### config.mk
export PLATFORM = sky130hd
export DESIGN_NAME = gates_truth_table_sequencer
export DESIGN_NICKNAME = d
export VERILOG_FILES = /design/src/rtl/gates_truth_table_sequencer.sv
export SDC_FILE = /design/constraint.sdc
export NUM_CORES = 1
export LEC_CHECK = 0
export ABC_CLOCK_PERIOD_IN_PS = 2080
export CORE_UTILIZATION = 35
export CTS_BUF_LIST = sky130_fd_sc_hd__clkbuf_2
export CTS_CLUSTER_SIZE = 30
export DETAILED_ROUTE_END_ITERATION = 10
export GPL_TIMING_DRIVEN = 1
export PLACE_DENSITY_LB_ADDON = 0.3
export SLEW_MARGIN = 20
export SYNTH_ARGS = -nofsm -noshare
export SYNTH_HDL_FRONTEND = slang
export SYNTH_SLANG_ARGS = --single-unit
### constraint.sdc
create_clock -name clk -period 2.08 [get_ports clk]
set_clock_uncertainty 0.15 [all_clocks]
set_input_delay 0.624 -clock clk [delete_from_list [all_inputs] [get_ports clk]]
set_output_delay 0.624 -clock clk [all_outputs]
set_load 0.02 [all_outputs]
### src/rtl/gates_truth_table_sequencer.sv
// -----------------------------------------------------------------------------
// gates_truth_table_sequencer
//
// Self-test controller for the 2-input / 6-output logic-gates block. On an
// accepted start it walks the four (A,B) combinations 00,01,10,11. For each
// one it drives A/B, waits SETTLE_CYCLES clocks, and then compares the Z bus
// against the hard-coded truth table. When the run ends it pulses done and
// holds a pass/fail summary until the next accepted start.
//
// Parameters
//   SETTLE_CYCLES : clocks between driving A/B and sampling Z (0..255)
//
// Ports
//   clk            in   rising-edge clock
//   rst            in   synchronous, active-high reset
//   start          in   run request, sampled only while idle
//   gate_a/gate_b  out  registered A/B drive to the gates block
//   gate_z[5:0]    in   Z bus: [0]AND [1]NAND [2]OR [3]NOR [4]XOR [5]XNOR
//   busy           out  high from the cycle after start is accepted to DONE exit
//   done           out  one-cycle end-of-run pulse
//   pass           out  last run had zero mismatching vectors
//   err_count[2:0] out  number of failing vectors in the last run (0..4)
//   err_mask[5:0]  out  OR of (gate_z ^ expected) over the last run
//
// Optional build macro GATES_SEQ_ERRLOG_EN adds:
//   first_err_vec[1:0] out  vector index of the first mismatch of the run
//   first_err_z[5:0]   out  gate_z observed at that first mismatch
// -----------------------------------------------------------------------------
module gates_truth_table_sequencer #(
    parameter int unsigned SETTLE_CYCLES = 2
) (
    input  logic       clk,
    input  logic       rst,
    input  logic       start,
    output logic       gate_a,
    output logic       gate_b,
    input  logic [5:0] gate_z,
    output logic       busy,
    output logic       done,
    output logic       pass,
    output logic [2:0] err_count,
    output logic [5:0] err_mask
`ifdef GATES_SEQ_ERRLOG_EN
    ,
    output logic [1:0] first_err_vec,
    output logic [5:0] first_err_z
`endif
);

    typedef enum logic [2:0] {
        ST_IDLE   = 3'd0,
        ST_APPLY  = 3'd1,
        ST_SETTLE = 3'd2,
        ST_CHECK  = 3'd3,
        ST_DONE   = 3'd4
    } state_e;

    // The settle counter is loaded with N-1 and exits on zero, so SETTLE
    // lasts exactly N cycles. With N=0 the SETTLE state is skipped.
    localparam logic [7:0] SETTLE_LOAD = (SETTLE_CYCLES == 32'd0) ? 8'd0 :
                                         8'(SETTLE_CYCLES - 32'd1);

    // Golden Z bus for each {A,B} combination.
    function automatic logic [5:0] expected_z(input logic [1:0] vec);
        logic [5:0] z;
        case (vec)
            2'b00:   z = 6'h2A;
            2'b01:   z = 6'h16;
            2'b10:   z = 6'h16;
            2'b11:   z = 6'h25;
            default: z = 6'h00;
        endcase
        return z;
    endfunction

    state_e     state_q, state_d;
    logic [1:0] vec_q, vec_d;
    logic [7:0] cnt_q, cnt_d;
    logic       gate_a_q, gate_a_d;
    logic       gate_b_q, gate_b_d;
    logic       busy_q, busy_d;
    logic       done_q, done_d;
    logic       pass_q, pass_d;
    logic [2:0] err_count_q, err_count_d;
    logic [5:0] err_mask_q, err_mask_d;
    logic [5:0] diff_s;
    logic       mismatch_s;
`ifdef GATES_SEQ_ERRLOG_EN
    logic [1:0] first_err_vec_q, first_err_vec_d;
    logic [5:0] first_err_z_q, first_err_z_d;
`endif

    assign diff_s     = gate_z ^ expected_z(vec_q);
    assign mismatch_s = |diff_s;

    // Next-state and next-output logic of the sequencer.
    always_comb begin
        state_d     = state_q;
        vec_d       = vec_q;
        cnt_d       = cnt_q;
        gate_a_d    = gate_a_q;
        gate_b_d    = gate_b_q;
        pass_d      = pass_q;
        err_count_d = err_count_q;
        err_mask_d  = err_mask_q;
`ifdef GATES_SEQ_ERRLOG_EN
        first_err_vec_d = first_err_vec_q;
        first_err_z_d   = first_err_z_q;
`endif
        case (state_q)
            ST_IDLE: begin
                if (start) begin
                    state_d     = ST_APPLY;
                    vec_d       = 2'd0;
                    pass_d      = 1'b0;
                    err_count_d = 3'd0;
                    err_mask_d  = 6'd0;
`ifdef GATES_SEQ_ERRLOG_EN
                    first_err_vec_d = 2'd0;
                    first_err_z_d   = 6'd0;
`endif
                end else begin
                    state_d = ST_IDLE;
                end
            end
            ST_APPLY: begin
                gate_a_d = vec_q[1];
                gate_b_d = vec_q[0];
                if (SETTLE_CYCLES == 32'd0) begin
                    state_d = ST_CHECK;
                end else begin
                    state_d = ST_SETTLE;
                    cnt_d   = SETTLE_LOAD;
                end
            end
            ST_SETTLE: begin
                if (cnt_q == 8'd0) begin
                    state_d = ST_CHECK;
                end else begin
                    cnt_d = cnt_q - 8'd1;
                end
            end
            ST_CHECK: begin
                if (mismatch_s) begin
                    err_count_d = err_count_q + 3'd1;
                    err_mask_d  = err_mask_q | diff_s;
`ifdef GATES_SEQ_ERRLOG_EN
                    // A zero error count means this is the run's first mismatch.
                    if (err_count_q == 3'd0) begin
                        first_err_vec_d = vec_q;
                        first_err_z_d   = gate_z;
                    end else begin
                        first_err_vec_d = first_err_vec_q;
                    end
`endif
                end else begin
                    err_count_d = err_count_q;
                end
                if (vec_q == 2'd3) begin
                    state_d = ST_DONE;
                    // Uses the updated count so the last vector is included
                    // and pass is already valid while done is high.
                    pass_d  = (err_count_d == 3'd0);
                end else begin
                    state_d = ST_APPLY;
                    vec_d   = vec_q + 2'd1;
                end
            end
            ST_DONE: begin
                state_d = ST_IDLE;
            end
            default: begin
                state_d = ST_IDLE;
            end
        endcase
        busy_d = (state_d != ST_IDLE);
        done_d = (state_d == ST_DONE);
    end

    // State and output registers with synchronous reset.
    always_ff @(posedge clk) begin
        if (rst) begin
            state_q     <= ST_IDLE;
            vec_q       <= 2'd0;
            cnt_q       <= 8'd0;
            gate_a_q    <= 1'b0;
            gate_b_q    <= 1'b0;
            busy_q      <= 1'b0;
            done_q      <= 1'b0;
            pass_q      <= 1'b0;
            err_count_q <= 3'd0;
            err_mask_q  <= 6'd0;
`ifdef GATES_SEQ_ERRLOG_EN
            first_err_vec_q <= 2'd0;
            first_err_z_q   <= 6'd0;
`endif
        end else begin
            state_q     <= state_d;
            vec_q       <= vec_d;
            cnt_q       <= cnt_d;
            gate_a_q    <= gate_a_d;
            gate_b_q    <= gate_b_d;
            busy_q      <= busy_d;
            done_q      <= done_d;
            pass_q      <= pass_d;
            err_count_q <= err_count_d;
            err_mask_q  <= err_mask_d;
`ifdef GATES_SEQ_ERRLOG_EN
            first_err_vec_q <= first_err_vec_d;
            first_err_z_q   <= first_err_z_d;
`endif
        end
    end

    assign gate_a    = gate_a_q;
    assign gate_b    = gate_b_q;
    assign busy      = busy_q;
    assign done      = done_q;
    assign pass      = pass_q;
    assign err_count = err_count_q;
    assign err_mask  = err_mask_q;
`ifdef GATES_SEQ_ERRLOG_EN
    assign first_err_vec = first_err_vec_q;
    assign first_err_z   = first_err_z_q;
`endif

endmodule

==> results.json, run 1 <==
{
  "r2r_setup_slack_ns": 0.09,
  "io-pin-count": 23,
  "critPathKind": "reg -> reg",
  "cts_max_level": 1,
  "synth_top_area_cell": "dfxtp_1",
  "final_nets": 200,
  "pre_cts_ws_ns": -0.247,
  "fin_ws_ns": 0.0883,
  "critPathLaunchType": "register",
  "grt_usage_pct": 14.8,
  "synth-seq-cells": 27,
  "critPathArrivalTime_ns": 2.18,
  "cts_tree": "built",
  "p_leak_nw": 0.764,
  "setup_viol": 0,
  "first_global_vias": 1154,
  "cp-end-kind": "register",
  "clock_sinks": 27,
  "power_density_mw_per_mm2": 742,
  "postRouteAntennaNets": 0,
  "tightest_slew_ns": 0.420,
  "cts-root-buf": "clkbuf_2",
  "synth_nets": 164,
  "drive_gt1_share_pct": 18.9,
  "routed_wl_mm": 2.85,
  "fp.dieH_um": 63.8,
  "insertion_delay_ns": 0.38,
  "ys_seq_area_share_pct": 40.5,
  "crit_chain": "buf_4 -> ha_1 -> xnor2_2 -> and4_4 -> and2_1 -> o311a_1 -> a211oi_2",
  "cap_violations": 0,
  "reg2reg_to": "pass$_SDFFE_PP0P_",
  "critPathMaxFanout": 5,
  "crit_buf_inv": 1,
  "cp_slowest_stage_delay_ns": 0.38,
  "cts_setup_buffers": 0,
  "fmax_mhz": 502,
  "path_delay_family": "compound AO/OA/AOI/OAI gates",
  "ys_types": 37,
  "synthTopCellsByArea": "dfxtp_1, nor2_1, xor2_1",
  "grt_pass1_wl_mm": 4.80,
  "critPathCapture": "pass$_SDFFE_PP0P_",
  "wl_per_cell_um": 12.2,
  "n_antenna_cell": 0,
  "rsz0062_at_grt": "false",
  "crit_start": "vec_q[0]$_SDFFE_PP0P_",
  "firstDrtPassIters": 4,
  "fin_area_mm2": 0.00173,
  "cts_buffers": 3,
  "via_per_inst": 4.86,
  "dieArea_mm2": 0.00407,
  "drc": 0,
  "netlist_area_mm2": 0.00134,
  "syn2layout_area_growth_pct": 29.6,
  "crit_cells": 7,
  "numPortBuffers": 22,
  "placed_cell_area_mm2": 0.00169,
  "hold_viol_final": 0,
  "fin_crit_sh_pct": 95.8,
  "grt_max_degree": 16,
  "vias": 1133,
  "rr_worst_depth": 7,
  "r2r-start": "vec_q[0]$_SDFFE_PP0P_",
  "avgSynthCellArea_um2": 8.90,
  "worstPathRequired_ns": 2.27,
  "die_w_um": 63.8,
  "layout_min_cycle_time_ns": 1.99,
  "vdd_drop_max_uv": 322,
  "cp_slowest_cell": "dfxtp_1",
  "dp_cells": 229,
  "drtIter0Drc": 25,
  "path_clk_slew_ns": 0.28,
  "core_area_mm2": 0.00366,
  "maxSlewViolCount": 0,
  "row_count": 22,
  "grt_overflow": 0,
  "routabilityCongestion": 0.729,
  "synth_top_area_share_pct": 40.5,
  "syn_inst": 150,
  "initial_utilization_pct": 36.5,
  "hpwl_mm": 2.13,
  "maxSlewHeadroom_pct": 71.9,
  "ys_warn_count": 0,
  "antenna_found_initial": 0,
  "clockBufferDepth": 2,
  "hp-class": "reg -> reg",
  "status": "finished clean",
  "stdcell_count": 233
}
[layout by cell type (no fill, tap or decap), drive strengths merged, types with 4 or more instances in the layout]
cell	instances
nor2	31
a21oi	10
nand2b	4
inv	5
dfxtp	27
nand2	10
dlygate4sd2	14
ha	5
buf	13
xor2	10
mux2i	4
nor3	5
clkdlybuf4s50	8
[per-layer routing]
layer	global-route usage (%)	up-vias	part of all wire (%)
met3	2.50	4	3.1
met1	16.8	532	48
met5	0	-	0
li1	-	579	-
met2	26.7	18	48
met4	6.82	0	1.1
[kinds of logic (layout without fill, tap and decap cells)]
| logic type | Yosys count | after routing | share of synthesized area [%] |
|---|---|---|---|
| AND/OR/NAND/NOR | 66 | 66 | 26.1 |
| AO/OA/AOI/OAI | 27 | 27 | 14.5 |
| flip-flops | 27 | 27 | 40.5 |
| XOR/XNOR | 12 | 12 | 7.87 |
| buffers and inverters | 9 | 44 | 3.37 |
| adder cells (fa/ha/maj) | 5 | 5 | 4.69 |
| multiplexers | 4 | 4 | 3.00 |
[worst register-to-register path, cell delays in order, from the launching register on]
cell	delay [ns]
dfxtp_1	0.38
buf_4	0.14
ha_1	0.28
xnor2_2	0.18
and4_4	0.20
and2_1	0.14
o311a_1	0.30
a211oi_2	0.18
[cell type report]
cell class              count  area (um^2)
clock inverters             1         5.00
repair buffers             35          300
multi-input cells         114          785
well taps                  48         60.1
fillers                   378         1930
flip-flops and latches     27          547
clock buffers               3         15.0
inverters                   5         18.8
[Yosys cell counts (all sizes together)]
cell type,count
xnor2,2
a21oi,10
nand3b,1
o211ai,1
a31oi,2
dfxtp,27
o311a,1
nor4,1
o21ai,3
ha,5
and3b,1
or3b,3
and4,1
nor2b,1
nor3b,2
inv,5
a21o,3
buf,2
nand2,10
a211oi,3
nand2b,4
o21bai,2
and2,2
nand3,3
mux2i,4
xor2,10
nor3,5
a21boi,1
nand4bb,1
clkbuf,2
o211a,1
nor2,31
[power breakdown]
part	internal, mW	total (mW)	switching (mW)
combinational	0.213	0.444	0.231
sequential	0.572	0.626	0.0538
clock	0.0436	0.213	0.170
[registers in the layout, indices dropped and copies added (netlist names)]
name       count
busy           1
cnt_q          8
done           1
err_count      3
err_mask       6
gate_a         1
gate_b         1
pass           1
state_q        3
vec_q          2
[metrics by stage]
step	hold slack [ns]	power (mW)	TNS (ns)	utilization [%]
global route	0.385	1.37	0	47.3
finish	0.353	1.28	0	47.3
CTS	0.357	1.29	0	46.2
global placement	0.307	1.07	-2.51	46.1
detailed placement	0.315	1.09	-2.68	46.1
floorplan	0.318	0.950	0	-
[timing repair]
action | in CTS | in global routing
endpoints found under the setup margin | 14 | 3
pin swaps | 0 | 1
gates resized for setup | 16 | 7
hold buffers | 0 | 0
gates cloned | 0 | 0
endpoints found under the hold margin | 0 | 0
[worst min-delay path by stage]
stage                     slack (ns)                      from                  endpoint  cells after the start
after floorplan                 0.32     cnt_q[0]$_SDFFE_PP0P_     cnt_q[0]$_SDFFE_PP0P_                      1
after global placement          0.31  err_mask[2]$_SDFFE_PP0P_  err_mask[2]$_SDFFE_PP0P_                      2
after detailed placement        0.32  err_mask[1]$_SDFFE_PP0P_  err_mask[1]$_SDFFE_PP0P_                      2
after CTS                       0.36  err_mask[1]$_SDFFE_PP0P_  err_mask[1]$_SDFFE_PP0P_                      2
after global routing            0.39  err_mask[0]$_SDFFE_PP0P_  err_mask[0]$_SDFFE_PP0P_                      2
final                           0.35  err_mask[1]$_SDFFE_PP0P_  err_mask[1]$_SDFFE_PP0P_                      2
(Power assumes the default switching activity.)
==> run 2: changes to the inputs <==
--- a/config.mk
+++ b/config.mk
@@ -5,12 +5,12 @@
 export SDC_FILE = /design/constraint.sdc
 export NUM_CORES = 1
 export LEC_CHECK = 0
-export ABC_CLOCK_PERIOD_IN_PS = 2080
+export ABC_CLOCK_PERIOD_IN_PS = 2150
 export CORE_UTILIZATION = 35
 export CTS_BUF_LIST = sky130_fd_sc_hd__clkbuf_2
 export CTS_CLUSTER_SIZE = 30
 export DETAILED_ROUTE_END_ITERATION = 10
-export GPL_TIMING_DRIVEN = 1
+export GPL_TIMING_DRIVEN = 0
 export PLACE_DENSITY_LB_ADDON = 0.3
 export SLEW_MARGIN = 20
 export SYNTH_ARGS = -nofsm -noshare
==> constraint.sdc (replaced) <==
create_clock -name clk -period 2.15 [get_ports clk]
set_clock_uncertainty 0.15 [all_clocks]
set_input_delay 0.645 -clock clk [delete_from_list [all_inputs] [get_ports clk]]
set_output_delay 0.645 -clock clk [all_outputs]
set_load 0.02 [all_outputs]
==> run 2 against run 1 <==
Compared with the run above:
- via count down 3.7%
- combinational power down 11%
- wire length down 11%
- setup slack worse by 0.0034 ns
- hold slack worse by 0.0060 ns
- die area unchanged
- non-clock buffer count down 10
- sequential power down 3.5%
- cell count down 4.3%
- critical path depth down 1
- sequential cell count unchanged
- critical endpoint is now err_count[1]$_SDFFE_PP0P_
==> results.json, run 2 (same netlist as run 1, synthesis figures left out) <==
{
  "whs_ns": 0.347,
  "final_cell_mix": "nor2_1, dfxtp_1, dlygate4sd2_1",
  "cts-root-buf": "clkbuf_2",
  "drive_gt1_share_pct": 11.4,
  "setup_viol": 0,
  "dp_cells": 219,
  "p_seq_share_pct": 50.7,
  "p_switching_uw": 405,
  "io-pin-count": 23,
  "antenna_found_initial": 0,
  "fp.dieH_um": 63.8,
  "fin_crit_sh_pct": 96.0,
  "routabilityCongestion": 0.746,
  "vdd_drop_max_uv": 268,
  "clock_sinks": 27,
  "insertion_delay_ns": 0.34,
  "r2r-start": "vec_q[0]$_SDFFE_PP0P_",
  "cts_buffers": 3,
  "worstPathRequired_ns": 2.26,
  "rr_worst_depth": 7,
  "cts_max_level": 1,
  "final_nets": 190,
  "critPathMaxFanout": 7,
  "cap_violations": 0,
  "row_count": 22,
  "layout_commonest_cell": "nor2_1",
  "wl_per_cell_um": 11.3,
  "core_area_mm2": 0.00366,
  "critPathKind": "in -> reg",
  "clockBufferDepth": 2,
  "drc": 0,
  "rsz0062_at_grt": "false",
  "n_antenna_cell": 0,
  "clkPwrFrac_pct": 16.0,
  "postRouteAntennaNets": 0,
  "grt_overflow": 0,
  "critPathCapture": "err_count[1]$_SDFFE_PP0P_",
  "hpwl_mm": 1.99,
  "grt_max_degree": 15,
  "grt_usage_pct": 14.1,
  "drtIter0Drc": 27,
  "cts_tree": "built",
  "hp-class": "reg -> reg",
  "fmax_mhz": 484,
  "critPathArrivalTime_ns": 2.17,
  "maxSlewViolCount": 0,
  "power_density_mw_per_mm2": 734,
  "status": "finished clean",
  "seqCellArea_um2": 544,
  "finalPower_mw": 1.19,
  "stdcell_count": 223,
  "routed_wl_mm": 2.53,
  "crit_start": "start",
  "tightest_slew_ns": 0.490,
  "firstDrtPassIters": 4,
  "die_w_um": 63.8,
  "n_fill_cell": 371,
  "p_leak_nw": 0.737,
  "first_global_vias": 1059,
  "vias": 1091,
  "syn2layout_area_growth_pct": 21.6,
  "regMostFlops": "cnt_q",
  "internal_power_uw": 786,
  "largest_reg_flops": 8,
  "maxSlewHeadroom_pct": 67.3,
  "cp-end-kind": "register",
  "switching_share_pct": 34.0,
  "numPortBuffers": 21,
  "initial_utilization_pct": 36.5,
  "r2r_setup_slack_ns": 0.13,
  "via_per_inst": 4.89,
  "layout_min_cycle_time_ns": 2.07,
  "critPathLaunchType": "input pin",
  "multi_input_area_um2": 749,
  "grt_pass1_wl_mm": 4.55,
  "p_comb_share_pct": 33.3,
  "dieArea_mm2": 0.00407,
  "reg2reg_to": "err_count[2]$_SDFFE_PP0P_",
  "hold_viol_final": 0,
  "hold_buffers": 0,
  "path_clk_slew_ns": 0.24
}
run 2: worst min-delay path by stage:
stage / startpoint / end / depth (start not counted)
after floorplan: cnt_q[0]$_SDFFE_PP0P_ / cnt_q[0]$_SDFFE_PP0P_ / 1
after global placement: err_mask[2]$_SDFFE_PP0P_ / err_mask[2]$_SDFFE_PP0P_ / 2
after detailed placement: err_mask[1]$_SDFFE_PP0P_ / err_mask[1]$_SDFFE_PP0P_ / 2
after CTS: err_count[0]$_SDFFE_PP0P_ / err_count[0]$_SDFFE_PP0P_ / 1
after global routing: err_count[0]$_SDFFE_PP0P_ / err_count[0]$_SDFFE_PP0P_ / 1
final: err_mask[3]$_SDFFE_PP0P_ / err_mask[3]$_SDFFE_PP0P_ / 2
run 2: area by class of cell:
class,instances,area share [%]
buffer,4,1.62
sequential,27,33.5
timing repair buffer,21,12.6
clock buffer,4,1.23
tap,48,3.70
inverter,5,1.16
multi-input combinational,114,46.2
run 2: worst max-delay path: stages:
cell,delay (ns)
clkdlybuf4s50_1,0.48
or3b_4,0.41
a21o_1,0.25
a31oi_1,0.20
nand2b_1,0.13
a21oi_1,0.06
run 2: power groups by stage:
stage          clock (mW)  sequential (mW)  combinational, mW
3_5_place_dp            0            0.614              0.407
2_1_floorplan           0            0.622              0.297
6_report            0.190            0.604              0.397
4_1_cts             0.202            0.604              0.401
3_3_place_gp            0            0.611              0.396
5_1_grt             0.224            0.613              0.443
run 2: layer usage:
layer | track usage (%) | routed length [um]
met5 | 0 | 0
met3 | 2.14 | 104
met1 | 17.9 | 1190
met2 | 23.3 | 1210
met4 | 6.82 | 22
run 2: repair_timing:
action,4_1_cts,5_1_grt
buffers inserted,0,0
setup endpoints to repair,11,5
gates resized for setup,12,5
run 2: stage by stage:
stage	utilization, %	setup slack [ns]	instance area (um^2)	setup TNS, ns
after global routing	44.3	0.0127	1620	0
after detailed placement	43.8	-0.287	1610	-2.39
after floorplan	-	0.242	1340	0
after CTS	44.1	0.00357	1610	0
after global placement	43.8	-0.303	1610	-2.53
final	44.3	0.0850	1620	0
==> run 3: changes to the inputs <==
--- a/config.mk
+++ b/config.mk
@@ -6,6 +6,7 @@
 export NUM_CORES = 1
 export LEC_CHECK = 0
 export ABC_CLOCK_PERIOD_IN_PS = 2150
+export CORE_MARGIN = 4
 export CORE_UTILIZATION = 35
 export CTS_BUF_LIST = sky130_fd_sc_hd__clkbuf_2
 export CTS_CLUSTER_SIZE = 30
==> run 3 against run 2 <==
Compared with the run above:
- cell count did not move
- non-clock buffer count is the same
- count of clock-buffer cells in the layout unchanged
- hold slack better by 0.0034 ns
- maximum frequency up 0.63%
- largest cell class unchanged
- sequential power about the same
- core utilization grew 0.62 points
- critical path type unchanged
==> results.json, run 3 (same netlist as run 1, synthesis figures left out) <==
{
  "status": "finished clean",
  "regMostFlops": "cnt_q",
  "clockBufferDepth": 2,
  "path_clk_slew_ns": 0.25,
  "drc": 0,
  "topRoutingLayerUsed": "met4",
  "drtIter0Drc": 40,
  "insertion_delay_ns": 0.34,
  "fin_ws_ns": 0.0978,
  "grt_max_degree": 15,
  "vdd_drop_max_uv": 233,
  "fin_area_mm2": 0.00165,
  "worstPathRequired_ns": 2.26,
  "cts_max_level": 1,
  "hold_path_end": "err_mask[1]$_SDFFE_PP0P_",
  "wl_met1_mm": 1.33,
  "first_global_vias": 1077,
  "maxSlewHeadroom_pct": 66.7,
  "setup_viol": 0,
  "rsz0062_at_grt": "false",
  "power_density_mw_per_mm2": 731,
  "reg2reg_to": "pass$_SDFFE_PP0P_",
  "critPathArrivalTime_ns": 2.16,
  "cts_tree": "built",
  "cts-root-buf": "clkbuf_2",
  "wl_per_cell_um": 12.0,
  "cp-end-kind": "register",
  "min_from": "err_mask[1]$_SDFFE_PP0P_",
  "postRouteAntennaNets": 0,
  "p_leak_nw": 0.754,
  "initial_utilization_pct": 36.5,
  "fin_crit_sh_pct": 95.4,
  "hpwl_mm": 2.10,
  "hold_path_depth": 2,
  "wl_met2_mm": 1.23,
  "tightest_slew_ns": 0.499,
  "vias": 1103,
  "hold_viol_final": 0,
  "cts_setup_buffers": 0,
  "final_cell_mix": "nor2_1, dfxtp_1, nand2_1, dlygate4sd2_1",
  "core_area_mm2": 0.00366,
  "via_per_inst": 4.95,
  "syn2layout_area_growth_pct": 23.2,
  "io-pin-count": 23,
  "post-route-util_pct": 44.9,
  "routed_wl_mm": 2.68,
  "largest_reg_flops": 8,
  "fp.dieH_um": 69.8,
  "final_nets": 190,
  "drive_gt1_share_pct": 12.6,
  "dr_wl_met3_um": 88,
  "critPathKind": "in -> reg",
  "firstDrtPassIters": 4,
  "maxSlewViolCount": 0,
  "die_w_um": 69.8,
  "rr_worst_depth": 7,
  "antenna_found_initial": 0,
  "critPathMaxFanout": 7,
  "placed_cell_area_mm2": 0.00161,
  "pre_cts_ws_ns": -0.306,
  "grt_pass1_wl_mm": 4.68,
  "r2r-start": "vec_q[0]$_SDFFE_PP0P_",
  "hp-class": "reg -> reg",
  "numPortBuffers": 21,
  "dieArea_mm2": 0.00487,
  "r2r_setup_slack_ns": 0.17,
  "clock_sinks": 27,
  "critPathLaunchType": "input pin",
  "setup_tns_ns": 0,
  "whs_ns": 0.351,
  "grt_usage_pct": 11.5,
  "layout_min_cycle_time_ns": 2.05,
  "grt_overflow": 0,
  "n_antenna_cell": 0,
  "crit_start": "start",
  "layout_commonest_cell": "nor2_1",
  "cap_violations": 0,
  "fmax_mhz": 487,
  "routabilityCongestion": 0.782,
  "cts_buffers": 3,
  "row_count": 22
}
-- run 3: cell types whose count changed in the layout (fill, tap and decap cells not counted), sizes merged --
cell / previous run / this run
dlygate4sd2: 11 / 10
dlymetal6s2s: 3 / 4
-- run 3: report_power, final --
part,switching (mW),internal [mW]
clock,0.147,0.0491
combinational,0.218,0.185
sequential,0.0485,0.554
total,0.414,0.788
-- run 3: timing repair --
| action | in CTS | in global routing |
|---|---|---|
| gates resized for setup | 10 | 10 |
| hold buffers | 0 | 0 |
| setup endpoints to repair | 10 | 8 |
-- run 3: final cells by class --
| cell class | count | area, um^2 |
|---|---|---|
| multi-input cells | 114 | 767 |
| clock buffers | 4 | 20.0 |
| repair buffers | 21 | 208 |
| flip-flops and latches | 27 | 546 |
| inverters | 5 | 18.8 |
| well taps | 48 | 60.1 |
| plain buffers | 4 | 26.3 |
| fillers | 364 | 2020 |
-- run 3: worst max-delay path by stage --
stage / to / slack, ns
6_report: err_count[1]$_SDFFE_PP0P_ / 0.1
5_1_grt: err_count[1]$_SDFFE_PP0P_ / 0.03
4_1_cts: err_mask[4] / 0.006
3_5_place_dp: err_count[1]$_SDFFE_PP0P_ / -0.31
3_3_place_gp: err_count[1]$_SDFFE_PP0P_ / -0.30
2_1_floorplan: pass$_SDFFE_PP0P_ / 0.24
-- run 3: metal layers --
layer | GRT usage, % | vias to the layer above
met5 | 0 | -
met4 | 3.19 | 0
met3 | 2.32 | 5
met2 | 19.4 | 17
met1 | 14.7 | 520
li1 | - | 561
-- run 3: through the flow --
step | total power [mW] | std cells
3_3_place_gp | 1.01 | 219
3_5_place_dp | 1.03 | 219
4_1_cts | 1.21 | 223
5_1_grt | 1.29 | 223
2_1_floorplan | 0.919 | 150
6_report | 1.20 | 223
-- run 3: critical path: stages --
cell and delay [ns]:
clkdlybuf4s50_1 0.48, or3b_4 0.40, a21o_1 0.25, a31oi_1 0.19, nand2b_1 0.13, a21oi_1 0.06
